File: src/rtl/child_response_collector.sv
// child_response_collector: round-robin fan-in of child result words
// into a tagged FIFO, with a sticky "every child seen" flag.
module child_response_collector #(
  parameter  int NUM_CHILD  = 5,
  parameter  int DATA_W     = 16,
  parameter  int FIFO_DEPTH = 4,
  localparam int IDX_W      = $clog2(NUM_CHILD),
  localparam int FILL_W     = $clog2(FIFO_DEPTH) + 1
) (
  input  logic                        clk,
  input  logic                        rst,
  input  logic [NUM_CHILD-1:0]        child_valid,
  input  logic [NUM_CHILD*DATA_W-1:0] child_data,
  output logic [NUM_CHILD-1:0]        child_ready,
  output logic                        out_valid,
  input  logic                        out_ready,
  output logic [DATA_W-1:0]           out_data,
  output logic [IDX_W-1:0]            out_idx,
  output logic [FILL_W-1:0]           fill,
  output logic                        all_seen,
  input  logic                        clear_seen
);

  localparam int PTR_W = $clog2(FIFO_DEPTH);
  localparam int ENT_W = IDX_W + DATA_W;

  logic [IDX_W-1:0]     rr_ptr;
  logic [IDX_W-1:0]     grant;
  logic                 grant_found;
  logic [IDX_W:0]       sum;
  logic                 full;
  logic                 push;
  logic                 pop;
  logic [ENT_W-1:0]     push_word;
  logic [ENT_W-1:0]     head;
  logic [PTR_W-1:0]     wr_ptr;
  logic [PTR_W-1:0]     rd_ptr;
  logic [ENT_W-1:0]     mem [FIFO_DEPTH];
  logic [NUM_CHILD-1:0] seen;

  // first valid child at or after rr_ptr, wrapping modulo NUM_CHILD
  always_comb begin
    grant_found = 1'b0;
    grant       = '0;
    sum         = '0;
    for (int k = 0; k < NUM_CHILD; k++) begin
      sum = {1'b0, rr_ptr} + (IDX_W+1)'(k);
      if (sum >= (IDX_W+1)'(NUM_CHILD))
        sum = sum - (IDX_W+1)'(NUM_CHILD);
      if (!grant_found && child_valid[sum[IDX_W-1:0]]) begin
        grant_found = 1'b1;
        grant       = sum[IDX_W-1:0];
      end
    end
  end

  // ready uses registered fill only, so a full FIFO blocks even on pop
  assign full = (fill == FILL_W'(FIFO_DEPTH));
  assign child_ready = (!rst && grant_found && !full)
                     ? (NUM_CHILD'(1) << grant) : '0;
  assign push      = |child_ready;
  assign push_word = {grant, child_data[grant*DATA_W +: DATA_W]};

  assign out_valid = (fill != '0);
  assign pop       = out_valid && out_ready;
  assign head      = mem[rd_ptr];
  assign out_data  = out_valid ? head[DATA_W-1:0] : '0;
  assign out_idx   = out_valid ? head[ENT_W-1 -: IDX_W] : '0;
  assign all_seen  = &seen;

  // round-robin pointer moves past the child just accepted
  always_ff @(posedge clk or posedge rst) begin
    if (rst)
      rr_ptr <= '0;
    else if (push)
      rr_ptr <= (grant == IDX_W'(NUM_CHILD-1))
              ? '0 : grant + IDX_W'(1);
  end

  // FIFO pointers and occupancy; reset drops all contents
  always_ff @(posedge clk or posedge rst) begin
    if (rst) begin
      wr_ptr <= '0;
      rd_ptr <= '0;
      fill   <= '0;
    end else begin
      if (push)
        wr_ptr <= wr_ptr + PTR_W'(1);
      if (pop)
        rd_ptr <= rd_ptr + PTR_W'(1);
      unique case ({push, pop})
        2'b10:   fill <= fill + FILL_W'(1);
        2'b01:   fill <= fill - FILL_W'(1);
        default: fill <= fill;
      endcase
    end
  end

  // FIFO storage; contents are don't-care until written
  always_ff @(posedge clk) begin
    if (push)
      mem[wr_ptr] <= push_word;
  end

  // seen mask; a clear still records the child accepted that cycle
  always_ff @(posedge clk or posedge rst) begin
    if (rst)
      seen <= '0;
    else if (clear_seen)
      seen <= child_ready;
    else
      seen <= seen | child_ready;
  end

  a_ready_onehot: assert property (
    @(posedge clk) disable iff (rst) $onehot0(child_ready));
  a_fill_bound: assert property (
    @(posedge clk) disable iff (rst) fill <= FILL_W'(FIFO_DEPTH));
  a_no_pop_empty: assert property (
    @(posedge clk) disable iff (rst) !(pop && fill == '0));
  a_no_push_full: assert property (
    @(posedge clk) disable iff (rst) !(push && full));

endmodule
File: config.mk
export PLATFORM = sky130hd
export DESIGN_NAME = child_response_collector
export DESIGN_NICKNAME = d
export VERILOG_FILES = /design/src/rtl/child_response_collector.sv
export SDC_FILE = /design/constraint.sdc
export NUM_CORES = 1
export LEC_CHECK = 0
export CAP_MARGIN = 15
export CORE_UTILIZATION = 42
export DETAILED_ROUTE_END_ITERATION = 6
export PLACE_DENSITY = 0.68
export RECOVER_POWER = 25
export SLEW_MARGIN = 10
export SYNTH_ARGS = -nofsm -noshare
export SYNTH_HDL_FRONTEND = slang
export SYNTH_SLANG_ARGS = --single-unit
File: constraint.sdc
create_clock -name clk -period 15.3 [get_ports clk]
set_input_delay 3.06 -clock clk [delete_from_list [all_inputs] [get_ports clk]]
set_output_delay 3.06 -clock clk [all_outputs]
set_load 0.005 [all_outputs]
==> results summary <==
The boundary pin count came out at between 100 and 150. The placed standard-cell area came out at 6656 um^2. The arrival time at the worst endpoint came out at between 8 and 9 ns. Detailed placement finished with a half-perimeter wire length of approximately 9.4 mm.

The number of hold buffers added after CTS was 0. The most used flip-flop cell after synthesis is sky130_fd_sc_hd__edfxtp_1. Routability-driven placement finished with a final weighted congestion of roughly 0.95. The deepest clock path buffer count came out at 2. The number of stages on the worst hold path is 1.

Counting flops with an async set or reset pin after synthesis yields a share of roughly 16%. In the synthesized netlist, the number of instances is approximately 420. The die outline height is between 100 and 150 um. The final hold violation count came out at 0.

The largest single stage delay on the critical path is between 1.5 and 2 ns. The final wirelength is approximately 13 mm. The sequential share of the synthesized area is between 40% and 50%. The share of final-layout standard cells stronger than drive strength 1 came out at between 10% and 20%. The Yosys step of the flow raised 0 warnings. The total via count after detailed routing is roughly 3,800.

The post-synthesis average cell area came out at approximately 13 um^2. The aggregate global routing overflow is 0. The post-route worst hold slack is between 0.4 and 0.5 ns.

The area of the core is roughly 12,000 um^2. For the worst flop-to-flop path, the logic depth is 19. Static timing analysis puts the maximum clock frequency at between 80 and 90 MHz. The floorplan step set the die width to roughly 110 um. Setup repair after global routing left no endpoint under its margin. The pin count of the biggest net entering global routing is 38. The kind of cell adding the most delay to the critical path is buffers and inverters. The final instance area is a little under 7000 um^2. The checks that failed: capacitance limit, slew limit.

For this design, the slowest cell found on the critical path is sky130_fd_sc_hd__clkbuf_1. The flow ran to the end, but the final reports show violations. The repair_antennas step left the layout with diodes totalling 0.

The clock net in this run drives a total of just over 90 sinks. The maximum fanout along the worst path is 37. The worst hold path belongs to the class reg -> reg. The startpoint type of the worst setup path is an input port. The number of H-tree branching levels is 3.

In this run the clock root is driven by a sky130_fd_sc_hd__clkbuf_16. The count of flip-flops with a built-in enable after synthesis came out at 76. The setup fix buffers added after clock tree synthesis is 0. The detailed router's first-iteration violation count is 250.

The worst-margin pin slew is approximately 2.6 ns. The clock buffer count from CTS came out at 9. The initial antenna violation count came out at 0. Setup violations remaining at the end of the flow were counted as 0.

The time the worst path needs with I/O delays and setup came out at 11.57 ns. The relative slew slack came out at -70.75%. The post-route antenna net violation count came out at 0. The setup path with the least slack is of type in -> out. The wire length of the first global-routing pass came out at between 20 and 25 mm.

The count of nets after finishing came out at 636. Walking the worst path, the cells encountered are dlygate4sd3_1 -> mux2_1 -> mux4_2 -> a21oi_1 -> o311ai_0 -> a31oi_4 -> clkbuf_1 -> nand2_1 -> nor2_1 -> clkdlybuf4s50_1. TritonCTS built the clock tree.

Max-cap violations in this run came to 1. The DRC violation count after routing came out at 0. The netlist area before placement came out at roughly 5400 um^2. The initial utilization of the core area, before any placement, comes to between 40% and 50%.

The post-CTS resize count is 0. The required time reported for the critical path endpoint came out at approximately 12 ns. The count of state elements after synthesis is between 90 and 100. The wire length per cell came out at ~19 um. The count of distinct cell types in the synthesized netlist is between 60 and 70. The number of nets in the synthesized netlist came out at approximately 530. In the post-synthesis netlist, the biggest area contributors are sky130_fd_sc_hd__edfxtp_1 43%, sky130_fd_sc_hd__mux4_2 8.4%, sky130_fd_sc_hd__mux2i_1 7.5%. The via count of the first global-routing pass came out at approximately 4,000. Summed over all failing endpoints, the final setup total negative slack is 0 ns. The area growth from synthesis to layout is 29.61%. The number of buffers inserted by port buffering came out at between 100 and 150. In the synthesized netlist, the cells that appear most often are 76 x sky130_fd_sc_hd__edfxtp_1, 40 x sky130_fd_sc_hd__mux2i_1, 34 x sky130_fd_sc_hd__nand2_1. The die covers roughly 13,000 um^2. The count of buffer and inverter cells on the critical path is 3. The count of pins over their slew limit is 38. The worst clock skew came out at 0.01012 ns. The most common cell in the synthesized netlist is sky130_fd_sc_hd__edfxtp_1. The insertion delay to the later sink of the worst-skew pair came out at roughly 0.34 ns.

The worst path uses between 70% and 80% of the clock period. The initialized floorplan defines 40 standard-cell rows. The per-cell via count in the routed design came out at roughly 5.5. The biggest area contributor in the post-synthesis netlist is sky130_fd_sc_hd__edfxtp_1. The share of the synthesized area in the top cell type is about 43%. The filler cells instantiated in the layout total between 1,000 and 1,500. The worst setup path is captured at an output pin. The all-layer global routing usage came out at 20.42%. The clock-pin transition on the worst setup and hold timing paths came out at 0.06 ns. The number of cells on the critical path came out at 10. The first-pass detailed-route iteration total came out at 4.
-- layout make-up --
| cell class | count | area [um^2] | share of cell area, % |
|---|---|---|---|
| repair buffers | 120 | 1186 | 17.09 |
| well taps | 168 | 210.2 | 3.029 |
| clock buffers | 11 | 232.7 | 3.354 |
| flip-flops and latches | 91 | 2658 | 38.30 |
| clock inverters | 5 | 62.56 | 0.9016 |
| multi-input cells | 288 | 2515 | 36.24 |
| inverters | 20 | 75.07 | 1.082 |
-- state kept, by name, indices dropped and copies added, names as in the netlist --
register and cells:
mem 76, seen 5, fill 3, rr_ptr 3, rd_ptr 2, wr_ptr 2
-- metal layers --
layer | wire length, um | share of wire [%] | track usage [%] | up-vias
li1 | - | - | - | 1823
met1 | 5577 | 43 | 25.05 | 1926
met2 | 6847 | 53 | 36.55 | 76
met3 | 450 | 3.5 | 4.375 | 11
met4 | 132 | 1.0 | 5.108 | 0
met5 | 0 | 0 | 0 | -
-- worst register-to-register path, stage by stage, from the launching register on --
cell                       delay (ns)
sky130_fd_sc_hd__dfrtp_1         0.79
sky130_fd_sc_hd__inv_1           0.45
sky130_fd_sc_hd__ha_1            0.84
sky130_fd_sc_hd__mux2_2          0.43
sky130_fd_sc_hd__mux4_2          0.48
sky130_fd_sc_hd__a21oi_1         0.33
sky130_fd_sc_hd__o311ai_0        0.28
sky130_fd_sc_hd__a31oi_4         0.25
sky130_fd_sc_hd__clkbuf_1        1.83
sky130_fd_sc_hd__inv_1           0.14
sky130_fd_sc_hd__ha_1            0.30
sky130_fd_sc_hd__ha_1            0.19
sky130_fd_sc_hd__o31a_1          0.46
sky130_fd_sc_hd__inv_1           0.13
sky130_fd_sc_hd__ha_1            0.19
sky130_fd_sc_hd__inv_1           0.06
sky130_fd_sc_hd__fa_1            0.37
sky130_fd_sc_hd__xor2_1          0.15
sky130_fd_sc_hd__nor2_1          0.11
sky130_fd_sc_hd__xor2_1          0.15
-- path summary, 6_finish.rpt --
kind                           startpoint             end  slack [ns]
setup / recovery           child_valid[3]  child_ready[0]        3.73
hold / removal                    seen[1]         seen[1]        0.49
setup reg to reg                rr_ptr[0]         fill[2]        7.29
hold reg to reg                   seen[1]         seen[1]        0.49
max in group asynchronous             rst       rr_ptr[1]       11.63
min in group asynchronous             rst       rd_ptr[1]        3.26
-- cell families (layout without fill, tap and decap cells) --
group / count (synthesis) / after routing / synth area share [%]
muxes: 68 / 68 / 17.78
and+or+nand+nor: 121 / 121 / 11.71
AOI/OAI and AO/OA: 73 / 73 / 11.45
adders and majority gates: 17 / 17 / 4.253
DFF: 91 / 91 / 49.64
xor gates and xnor gates: 9 / 9 / 1.472
buffers and inverters: 44 / 156 / 3.692
-- cell usage in the layout (no fill, tap or decap), drive strengths merged, types with 4 or more instances in the layout --
| master | synthesis | layout |
|---|---|---|
| mux2 | 8 | 8 |
| dlygate4sd3 | 0 | 27 |
| and3 | 4 | 4 |
| and2 | 29 | 29 |
| dfrtp | 15 | 15 |
| clkdlybuf4s50 | 0 | 90 |
| or3 | 4 | 4 |
| mux2i | 40 | 40 |
| a21oi | 13 | 13 |
| ha | 15 | 15 |
| o221ai | 16 | 16 |
| xnor2 | 6 | 6 |
| a21o | 6 | 6 |
| nand3 | 6 | 6 |
| nor2 | 21 | 21 |
| edfxtp | 76 | 76 |
| nor3b | 4 | 4 |
| nand2 | 34 | 34 |
| inv | 20 | 21 |
| clkbuf | 10 | 13 |
| mux4 | 20 | 20 |
| o21ai | 8 | 8 |
| nand2b | 8 | 8 |
-- stage by stage --
step	worst slack, ns	utilization, %	instances
2_1_floorplan	6.785	-	423
3_3_place_gp	5.150	54.51	687
3_5_place_dp	4.956	54.51	687
4_1_cts	4.951	56.93	703
5_1_grt	3.373	56.82	703
6_report	3.727	56.82	703
Power is left out: the tool's default activity adds up to more than one toggle a clock period on the data nets, which glitch-free logic cannot reach.
